### src/rtl/uart_rx_pkg.sv
// Shared definitions for the UART receive frame sequencer.
// Holds the FSM state encoding, the legal oversampling ratios and the
// check/capture offsets measured from the middle of each bit.
package uart_rx_pkg;

  // Frame sequencer states
  typedef enum logic [2:0] {
    ST_IDLE   = 3'd0,
    ST_START  = 3'd1,
    ST_DATA   = 3'd2,
    ST_PARITY = 3'd3,
    ST_STOP   = 3'd4
  } rx_state_e;

  // Oversampling ratios the receiver understands
  localparam int unsigned PRESC_8  = 8;
  localparam int unsigned PRESC_16 = 16;
  localparam int unsigned PRESC_32 = 32;

  // Majority sampling finishes two oversamples after mid-bit, and the
  // checker blocks answer one cycle after that.
  localparam int unsigned CHK_OFS = 2;
  localparam int unsigned CAP_OFS = 3;

  // Any ratio other than 16 or 32 falls back to 8
  function automatic int unsigned legal_prescale(input int unsigned p);
    if ((p == PRESC_16) || (p == PRESC_32)) begin
      return p;
    end
    return PRESC_8;
  endfunction

endpackage

### src/rtl/uart_rx_edge_bit_cnt.sv
// Oversample edge counter and frame bit counter for the UART receiver.
// The edge counter runs 0..prescale-1 and wraps; each wrap advances the
// bit counter. A clear request returns both to zero and wins over counting.
module uart_rx_edge_bit_cnt
  import uart_rx_pkg::*;
#(
  parameter int PRESC_W = 6
) (
  input  logic               i_clk,
  input  logic               i_rst_n,
  input  logic               i_run,
  input  logic               i_clear,
  input  logic [PRESC_W-1:0] i_prescale,
  output logic [PRESC_W-1:0] o_edge_cnt,
  output logic [3:0]         o_bit_cnt,
  output logic               o_wrap
);

  logic [PRESC_W-1:0] r_edge_cnt;
  logic [3:0]         r_bit_cnt;
  logic               w_wrap;

  assign w_wrap     = (r_edge_cnt == (i_prescale - PRESC_W'(1)));
  assign o_wrap     = w_wrap;
  assign o_edge_cnt = r_edge_cnt;
  assign o_bit_cnt  = r_bit_cnt;

  // Advance the oversample index, rolling into the next bit on wrap
  always_ff @(posedge i_clk or negedge i_rst_n) begin
    if (!i_rst_n) begin
      r_edge_cnt <= '0;
      r_bit_cnt  <= '0;
    end else if (i_clear) begin
      r_edge_cnt <= '0;
      r_bit_cnt  <= '0;
    end else if (i_run) begin
      if (w_wrap) begin
        r_edge_cnt <= '0;
        r_bit_cnt  <= r_bit_cnt + 4'd1;
      end else begin
        r_edge_cnt <= r_edge_cnt + PRESC_W'(1);
      end
    end
  end

endmodule

### src/rtl/uart_rx_ctrl.sv
// UART receive frame sequencer. Detects the start bit, walks the frame
// through START/DATA/PARITY/STOP, strobes the sampling and checker blocks
// once per bit and raises data_valid for frames without errors.
// Optional error status outputs are built when UART_RX_ERR_STATUS_EN is defined.
module uart_rx_ctrl
  import uart_rx_pkg::*;
#(
  parameter int PRESC_W = 6,
  parameter int DATA_W  = 8
) (
  input  logic               i_clk,
  input  logic               i_rst_n,
  input  logic               i_rx_in,
  input  logic [PRESC_W-1:0] i_prescale,
  input  logic               i_par_en,
  input  logic               i_strt_glitch,
  input  logic               i_par_err,
  input  logic               i_stp_err,
  output logic [PRESC_W-1:0] o_edge_cnt,
  output logic [3:0]         o_bit_cnt,
  output logic               o_dat_samp_en,
  output logic               o_deser_en,
  output logic               o_strt_chk_en,
  output logic               o_par_chk_en,
  output logic               o_stp_chk_en,
`ifdef UART_RX_ERR_STATUS_EN
  output logic               o_par_err,
  output logic               o_stp_err,
  output logic               o_frame_abort,
`endif
  output logic               o_data_valid
);

  rx_state_e          r_state;
  rx_state_e          w_next_state;

  logic [PRESC_W-1:0] r_prescale;
  logic               r_par_en;
  logic               r_par_flag;
  logic               r_stp_flag;

  logic [PRESC_W-1:0] w_edge_cnt;
  logic [3:0]         w_bit_cnt;
  logic               w_wrap;
  logic [PRESC_W-1:0] w_chk;
  logic [PRESC_W-1:0] w_cap;
  logic               w_chk_hit;
  logic               w_cap_hit;
  logic               w_cnt_run;
  logic               w_cnt_clear;
  logic               w_frame_end;
  logic               w_par_hit;
  logic               w_stp_hit;
  logic               w_stp_any;

  // Check and capture points sit just after the middle of each bit
  assign w_chk     = (r_prescale >> 1) + PRESC_W'(CHK_OFS);
  assign w_cap     = (r_prescale >> 1) + PRESC_W'(CAP_OFS);
  assign w_chk_hit = (w_edge_cnt == w_chk);
  assign w_cap_hit = (w_edge_cnt == w_cap);

  // Counters run through the frame and restart whenever the frame ends,
  // including a direct STOP to START hand-over.
  assign w_frame_end = (r_state == ST_STOP) && w_wrap;
  assign w_cnt_run   = (r_state != ST_IDLE);
  assign w_cnt_clear = (w_next_state == ST_IDLE) || w_frame_end;

  assign w_par_hit = (r_state == ST_PARITY) && w_cap_hit && i_par_err;
  assign w_stp_hit = (r_state == ST_STOP) && w_cap_hit && i_stp_err;
  // At prescale 8 the stop capture lands on the last cycle, so the verdict
  // must see the flag being captured this cycle as well as the stored one.
  assign w_stp_any = r_stp_flag || w_stp_hit;

  uart_rx_edge_bit_cnt #(
    .PRESC_W (PRESC_W)
  ) u_edge_bit_cnt (
    .i_clk      (i_clk),
    .i_rst_n    (i_rst_n),
    .i_run      (w_cnt_run),
    .i_clear    (w_cnt_clear),
    .i_prescale (r_prescale),
    .o_edge_cnt (w_edge_cnt),
    .o_bit_cnt  (w_bit_cnt),
    .o_wrap     (w_wrap)
  );

  // Frame settings follow the inputs only while idle, so a frame in flight
  // keeps the ratio and parity mode it started with.
  always_ff @(posedge i_clk or negedge i_rst_n) begin
    if (!i_rst_n) begin
      r_prescale <= PRESC_W'(PRESC_8);
      r_par_en   <= 1'b0;
    end else if (r_state == ST_IDLE) begin
      r_prescale <= PRESC_W'(legal_prescale(32'(i_prescale)));
      r_par_en   <= i_par_en;
    end
  end

  // Sticky parity and stop error flags, dropped when the frame ends
  always_ff @(posedge i_clk or negedge i_rst_n) begin
    if (!i_rst_n) begin
      r_par_flag <= 1'b0;
      r_stp_flag <= 1'b0;
    end else if (w_frame_end || (w_next_state == ST_IDLE)) begin
      r_par_flag <= 1'b0;
      r_stp_flag <= 1'b0;
    end else begin
      if (w_par_hit) begin
        r_par_flag <= 1'b1;
      end
      if (w_stp_hit) begin
        r_stp_flag <= 1'b1;
      end
    end
  end

  // State register
  always_ff @(posedge i_clk or negedge i_rst_n) begin
    if (!i_rst_n) begin
      r_state <= ST_IDLE;
    end else begin
      r_state <= w_next_state;
    end
  end

  // Next-state decision; a start glitch takes priority over the bit wrap
  always_comb begin
    w_next_state = r_state;
    case (r_state)
      ST_IDLE: begin
        if (!i_rx_in) begin
          w_next_state = ST_START;
        end
      end
      ST_START: begin
        if (w_cap_hit && i_strt_glitch) begin
          w_next_state = ST_IDLE;
        end else if (w_wrap) begin
          w_next_state = ST_DATA;
        end
      end
      ST_DATA: begin
        if (w_wrap && (w_bit_cnt == 4'(DATA_W))) begin
          w_next_state = r_par_en ? ST_PARITY : ST_STOP;
        end
      end
      ST_PARITY: begin
        if (w_wrap) begin
          w_next_state = ST_STOP;
        end
      end
      ST_STOP: begin
        if (w_wrap) begin
          w_next_state = i_rx_in ? ST_IDLE : ST_START;
        end
      end
      default: begin
        w_next_state = ST_IDLE;
      end
    endcase
  end

  // Enable pulses; each belongs to one state so they can never overlap
  always_comb begin
    o_dat_samp_en = (r_state != ST_IDLE);
    o_strt_chk_en = 1'b0;
    o_deser_en    = 1'b0;
    o_par_chk_en  = 1'b0;
    o_stp_chk_en  = 1'b0;
    o_data_valid  = 1'b0;
    case (r_state)
      ST_START:  o_strt_chk_en = w_chk_hit;
      ST_DATA:   o_deser_en    = w_chk_hit;
      ST_PARITY: o_par_chk_en  = w_chk_hit;
      ST_STOP: begin
        o_stp_chk_en = w_chk_hit;
        o_data_valid = w_wrap && !r_par_flag && !w_stp_any;
      end
      default: begin
        o_dat_samp_en = 1'b0;
      end
    endcase
  end

`ifdef UART_RX_ERR_STATUS_EN
  // Error status pulses share the cycle where data_valid would have fired
  always_comb begin
    o_par_err     = w_frame_end && r_par_flag;
    o_stp_err     = w_frame_end && w_stp_any;
    o_frame_abort = (r_state == ST_START) && w_cap_hit && i_strt_glitch;
  end
`endif

  assign o_edge_cnt = w_edge_cnt;
  assign o_bit_cnt  = w_bit_cnt;

endmodule

### config.mk
export PLATFORM = sky130hd
export DESIGN_NAME = uart_rx_ctrl
export DESIGN_NICKNAME = d
export VERILOG_FILES = /design/src/rtl/uart_rx_pkg.sv /design/src/rtl/uart_rx_edge_bit_cnt.sv /design/src/rtl/uart_rx_ctrl.sv
export SDC_FILE = /design/constraint.sdc
export NUM_CORES = 1
export LEC_CHECK = 0
export BUFFER_PORTS_ARGS = -buffer_cell sky130_fd_sc_hd__buf_2
export CAP_MARGIN = 20
export CORE_ASPECT_RATIO = 1.75
export CORE_MARGIN = 2
export CORE_UTILIZATION = 55
export DETAILED_ROUTE_END_ITERATION = 7
export GPL_TIMING_DRIVEN = 0
export PLACE_DENSITY_LB_ADDON = 0.25
export RECOVER_POWER = 100
export SYNTH_ARGS = -nofsm -noshare
export SYNTH_HDL_FRONTEND = slang
export SYNTH_SLANG_ARGS = --single-unit
export TNS_END_PERCENT = 10
### constraint.sdc
create_clock -name i_clk -period 3.1 [get_ports i_clk]
set_input_delay 0.155 -clock i_clk [delete_from_list [all_inputs] [get_ports i_clk]]
set_output_delay 0.155 -clock i_clk [all_outputs]
set_load 0.03 [all_outputs]
# --- Word-level counts from Yosys, hierarchy flattened ---
# Cells that the tools add are included.
word_totals:
  register_bits: 22
  latch_bits: 0
  ram_bits: 0
  rom_bits: 0
  in_bits: 13
  output_inout_bits: 16
  elab_cells: 74
  memories: 0
op_classes:
  addsub: 5
  mul: 0
  div: 0
  magnitude_cmp: 0
  n_eq_ne: 10
  n_shift: 0
  muxes: 29
  bitwise: 0
  reduce_logical: 23
op_table:
  columns: ["operator", "n"]
  rows:
  - ["$mux 6", 5]
  - ["$mux 3", 7]
  - ["$eq 6x6->1", 3]
  - ["$pmux 3 s5", 1]
  - ["$mux 1", 13]
  - ["$add 5x2->6 const B", 2]
  - ["$mux 4", 3]
  - ["$logic_and 1x1->1", 9]
  - ["$reduce_bool 2->1", 4]
  - ["$add 6x1->6 const B", 1]
  - ["$eq 3x2->1 const B", 2]
  - ["$eq 6x5->1 const B", 1]
  - ["$eq 6x6->1 const B", 1]
  - ["$logic_not 3->1", 2]
  - ["$sub 6x1->6 const B", 1]
  - ["$add 4x1->4 const B", 1]
  - ["$eq 4x4->1 const B", 1]
  - ["$reduce_or 4->1", 1]
  - ["$eq 3x1->1 const B", 1]
  - ["$eq 3x3->1 const B", 1]
  - ["$logic_or 1x1->1", 3]
  - ["$reduce_bool 3->1", 1]
  - ["$logic_not 1->1", 2]
  - ["$reduce_and 2->1", 1]

# --- Longest topological paths before layout ---
depth:
  ltp_word: 9
  mapped_depth: 10
  ltp_nobuf: 10

# --- Hierarchy ---
# From an unflattened synthesis, not the netlist that was laid out.
unflattened:
  hier_cells: 184
  area_unflattened_um2: 1739.2
modules_own_cells:
  columns: ["mod", "n_inst", "cells_each", "area_per_inst_um2", "seq_area_each_um2"]
  rows:
  - ["uart_rx_ctrl", 1, 108, 968.4, 301.5]
  - ["uart_rx_edge_bit_cnt", 1, 76, 770.7, 250.2]

# --- Worst setup path after synthesis ---
# OpenSTA, ideal clock, no wires.
synth_path:
  kind: "register to output"
  startpoint: "register r_prescale[2]"
  endpoint: "output port o_data_valid"
  t_arrival_ns: 2.359
  required_ns: 2.945
  slack_ns: 0.586
  path_stages_with_launch: 10
  n_path_buf: 0
  path_cell_list: "dfrtp_1 -> inv_1 -> ha_1 -> nor2b_1 -> and3_4 -> xnor2_2 -> nand4_4 -> nor2_1 -> nand2_1 -> nor3_1"
synth_between:
  elab_chain_cells: 8
  elab_cells_between_ends: 11
  cone_classes: "add/sub (2); eq/ne (2); mux (1); reduce/logical (6)"
synth_rtl:
  columns: ["item", "line", "source"]
  rows:
  - ["start, declared", "uart_rx_ctrl.sv:37", "logic [PRESC_W-1:0] r_prescale;"]
  - ["start signal, assigned", "uart_rx_ctrl.sv:91", "r_prescale <= PRESC_W'(PRESC_8);"]
  - ["start signal, assigned", "uart_rx_ctrl.sv:94", "r_prescale <= PRESC_W'(legal_prescale(32'(i_prescale)));"]
  - ["$add 5x2->6", "uart_rx_ctrl.sv:58", "assign w_cap = (r_prescale >> 1) + PRESC_W'(CAP_OFS);"]
  - ["$eq 6x6->1", "uart_rx_ctrl.sv:60", "assign w_cap_hit = (w_edge_cnt == w_cap);"]
  - ["$logic_and 1x1->1 (2 in series)", "uart_rx_ctrl.sv:69", "assign w_stp_hit = (r_state == ST_STOP) && w_cap_hit && i_stp_err;"]
  - ["$logic_or 1x1->1", "uart_rx_ctrl.sv:72", "assign w_stp_any = r_stp_flag || w_stp_hit;"]
  - ["$logic_not 1->1", "uart_rx_ctrl.sv:177", "o_data_valid = w_wrap && !r_par_flag && !w_stp_any;"]
  - ["$logic_and 1x1->1 (*)", "uart_rx_ctrl.sv:177", null]
  - ["$mux 1 (*)", "uart_rx_ctrl.sv:171", "case (r_state)"]
  - ["end, declared", "uart_rx_ctrl.sv:31", "output logic o_data_valid"]
# Mark *: on every way between the ends. The rest lies on a longest branch, timed or not.

# --- Final worst setup path ---
layout_path:
  startpoint: "register r_prescale[3]"
  endpoint: "register u_edge_bit_cnt.r_edge_cnt[3] (netlist: u_edge_bit_cnt.o_edge_cnt[3])"
layout_between:
  elab_chain_cells: 8
  elab_cells_between_ends: 19
  cone_classes: "add/sub (2); eq/ne (2); mux (9); reduce/logical (6)"
layout_rtl:
  columns: ["item", "line", "source"]
  rows:
  - ["$sub 6x1->6 / $add 5x2->6 (equally long branches)", "uart_rx_edge_bit_cnt.sv:23, uart_rx_ctrl.sv:58", null]
  - ["$eq 6x6->1 (on tied branches)", "uart_rx_edge_bit_cnt.sv:23, uart_rx_ctrl.sv:60", null]
  - ["$mux 3, or another cell as far along", "uart_rx_ctrl.sv:138", "end else if (w_wrap) begin"]
  - ["$mux 3 (on tied branches)", "uart_rx_ctrl.sv:136, uart_rx_ctrl.sv:143", null]
  - ["$pmux 3 s5", "uart_rx_ctrl.sv:129", "case (r_state)"]
  - ["$logic_not 3->1", "uart_rx_ctrl.sv:66", "assign w_cnt_clear = (w_next_state == ST_IDLE) || w_frame_end;"]
  - ["$logic_or 1x1->1", "uart_rx_ctrl.sv:66", null]
  - ["$mux 6 / $reduce_bool 2->1 (equally long branches)", null, null]
  - ["end signal, assigned", "uart_rx_edge_bit_cnt.sv:41", "r_edge_cnt <= r_edge_cnt + PRESC_W'(1);"]
  - ["end, declared", "uart_rx_edge_bit_cnt.sv:19", "logic [PRESC_W-1:0] r_edge_cnt;"]
# Parallel ways exist; a longest one is shown, timed or not. The select of a mux whose other input is x is not followed.
# A chain may end at the register's enable or synchronous reset.

==> run metrics <==
status=finished, final reports clean; later-pin clock latency in the skew report=0.26 ns; # Post-CTS Setup Buffers=0; drt drc=0; I/O pins=29; ANT nets after route=0; H-tree levels=1; Max Root-Sink Buffers=2; Slew HR=21.0%; Non-Filler Instances=256; Post-Syn Nets=217; RSZ-0062 raised after global routing=false; Slew @ Worst Pin=1.19 ns; clock-pin transition on the worst setup and hold timing paths=0.08 ns; startpoint types=flop; WL final=3760 microns; worst setup path class=flop to flop; GR Util All Layers=24.6%; pin count of the biggest net entering global routing=23; Vias=1517; Post-CTS Resized=0; ant diodes=0; Cells after Synth=195; initial antenna violation count=0; Max Fclk=359 MHz; Port-buffer cells=28; Root Buffer=clkbuf_8; Synth-to-Final Area Change=11.1%; chip width=45.6 microns; worst endpoint required time=3.26 ns; max-cap violation count=0; filler instances=270; first drt pass iteration count=4; Unique masters post-synth=47; area of the core=2900 sq um; LEAKAGE=0.807 nW; die height=76.8 microns; endpoints failing hold=0; synthesized cell area=1660 sq um; vias in the first global route=1529; Synth Flop Type=dfrtp_1; crit end category=flop; Final Total Pwr=0.487 mW; final net count=251; final design utilization=63.9%; gpl congestion=0.862; sequential share of the synthesized area=33.2%; Final Max Slew Viols=0; Avg Inst Size Synth=8.53 sq um; drt initial violations=55; Placed Instance Area=1840 sq um; Clock Skew=0.00594 ns; via/cell ratio=5.93; # setup viols final=0; clk sinks=22; share of layout cells above drive strength 1=12.3%; PD cells=263 nW/um^2; Min-Delay Path Class=input port to flop; CTS tree=done; pre-CTS setup slack=0.499 ns; WP data arrival=2.95 ns; row cnt=26; synthesis-stage register bit count=22; total grt overflow=0; Placed Cells=251; Initial Util=57.5%; dpl hpwl=2930 microns; CTS Buf Count=3; Post-Route Hold Slack=0.125 ns; EDFF count, synth=0; period utilization=90.0%; CP max FO=9; Post-Layout Inst Area=1850 sq um; die area=3500 sq um; setup_tns=0 ns; total of warnings raised by yosys=0; first-pass GRT wire length=6540 microns; min setup slack post-route=0.311 ns; maximum vdd drop=0.000217 V; Tmin final=2.79 ns; Async SR Flop Fraction=100%; post-detailed-route wirelength per cell=14.7 microns
-- kinds of logic (layout without fill, tap and decap cells) --
family / Yosys count / count (layout) / synth area share, %
buffers and inverters: 23 / 56 / 5.94
multiplexers: 3 / 3 / 2.26
adder cells (fa/ha/maj): 9 / 9 / 6.77
AND/OR/NAND/NOR: 76 / 76 / 24.5
XOR/XNOR: 21 / 21 / 11.5
flip-flops: 22 / 22 / 33.2
AO/OA/AOI/OAI: 41 / 41 / 15.9
-- repair_timing --
item	in CTS	in global routing
endpoints found under the hold margin	21	0
hold buffers	1	0
endpoints found under the setup margin	0	0
-- cell usage in the layout (no fill, tap or decap), types with 4 or more instances in the layout --
| cell type | count |
|---|---|
| a21oi_1 | 7 |
| a22o_1 | 4 |
| buf_2 | 16 |
| clkbuf_1 | 20 |
| dfrtp_1 | 21 |
| ha_1 | 9 |
| inv_1 | 12 |
| nand2_1 | 19 |
| nand3_1 | 11 |
| nor2_1 | 12 |
| nor2b_1 | 7 |
| nor3_1 | 10 |
| nor4_1 | 4 |
| o21ai_0 | 15 |
| xnor2_1 | 15 |
| xor2_1 | 6 |
-- routing by layer --
metal	vias up	GRT usage (%)	share of wire, %
li1	754	-	-
met1	720	27.7	38
met2	34	43.8	55
met3	9	2.35	3.4
met4	0	10.3	2.6
met5	-	0	0
-- critical path: stages, from the launching register on --
cell and delay [ns]:
dfstp_1 0.71, ha_1 0.29, a21oi_1 0.10, o21a_1 0.22, nor4_1 0.38, a21oi_1 0.16
o21ai_0 0.27, a31o_2 0.27, o21ai_0 0.10, a22o_1 0.20
-- worst paths after layout --
kind	slack, ns	endpoint	start	cells after the start
setup / recovery	0.31	u_edge_bit_cnt.o_edge_cnt[3]$_DFFE_PN0P_	r_prescale[3]$_DFFE_PN1N_	9
hold / removal	0.13	r_par_en$_DFFE_PN0N_	i_par_en	2
setup reg to reg	0.31	u_edge_bit_cnt.o_edge_cnt[3]$_DFFE_PN0P_	r_prescale[3]$_DFFE_PN1N_	9
hold reg to reg	0.58	r_stp_flag$_DFFE_PN0P_	r_stp_flag$_DFFE_PN0P_	2
max in group asynchronous	1.75	r_prescale[2]$_DFFE_PN0N_	i_rst_n	2
min in group asynchronous	0.64	u_edge_bit_cnt.o_bit_cnt[0]$_DFFE_PN0P_	i_rst_n	2
-- sequential cells by signal (all words and copies together) (netlist names) --
signal and flops:
u_edge_bit_cnt.o_bit_cnt 4, r_prescale 6, r_stp_flag 1, r_par_flag 1, r_state 3, u_edge_bit_cnt.o_edge_cnt 6, r_par_en 1
-- synthesized netlist by cell type, types with 2 or more instances --
library cell / n / area share, %
nor4_1: 4 / 1.5
a21oi_1: 7 / 2.1
clkbuf_1: 4 / 0.90
o21a_1: 2 / 0.90
a31oi_1: 3 / 1.1
and3_4: 2 / 1.4
xnor2_1: 14 / 7.4
nor2_1: 12 / 2.7
o21ai_0: 12 / 3.6
buf_4: 2 / 0.90
buf_2: 4 / 1.2
nor2b_1: 7 / 2.6
xor2_1: 6 / 3.2
ha_1: 9 / 6.8
o21ai_1: 3 / 0.90
nor3_1: 10 / 3.0
a22o_1: 4 / 2.1
nand3_1: 11 / 3.3
nand2_1: 19 / 4.3
dfrtp_1: 21 / 32
mux2_2: 2 / 1.4
inv_1: 12 / 2.7
-- cell type report --
type	instances	area [sq um]	share of cell area, %
clock buffer	4	45.0	2.44
tap	28	35.0	1.89
buffer	10	50.0	2.71
multi-input combinational	150	987	53.4
sequential	22	552	29.8
inverter	13	48.8	2.64
timing repair buffer	29	131	7.10
-- power by group --
part,switching (mW),total [mW],internal [mW],leakage [nW]
combinational,0.00925,0.0169,0.00761,0.520
sequential,0.000377,0.288,0.287,0.264
clock,0.0903,0.182,0.0917,0.0228
(Power assumes the default switching activity.)
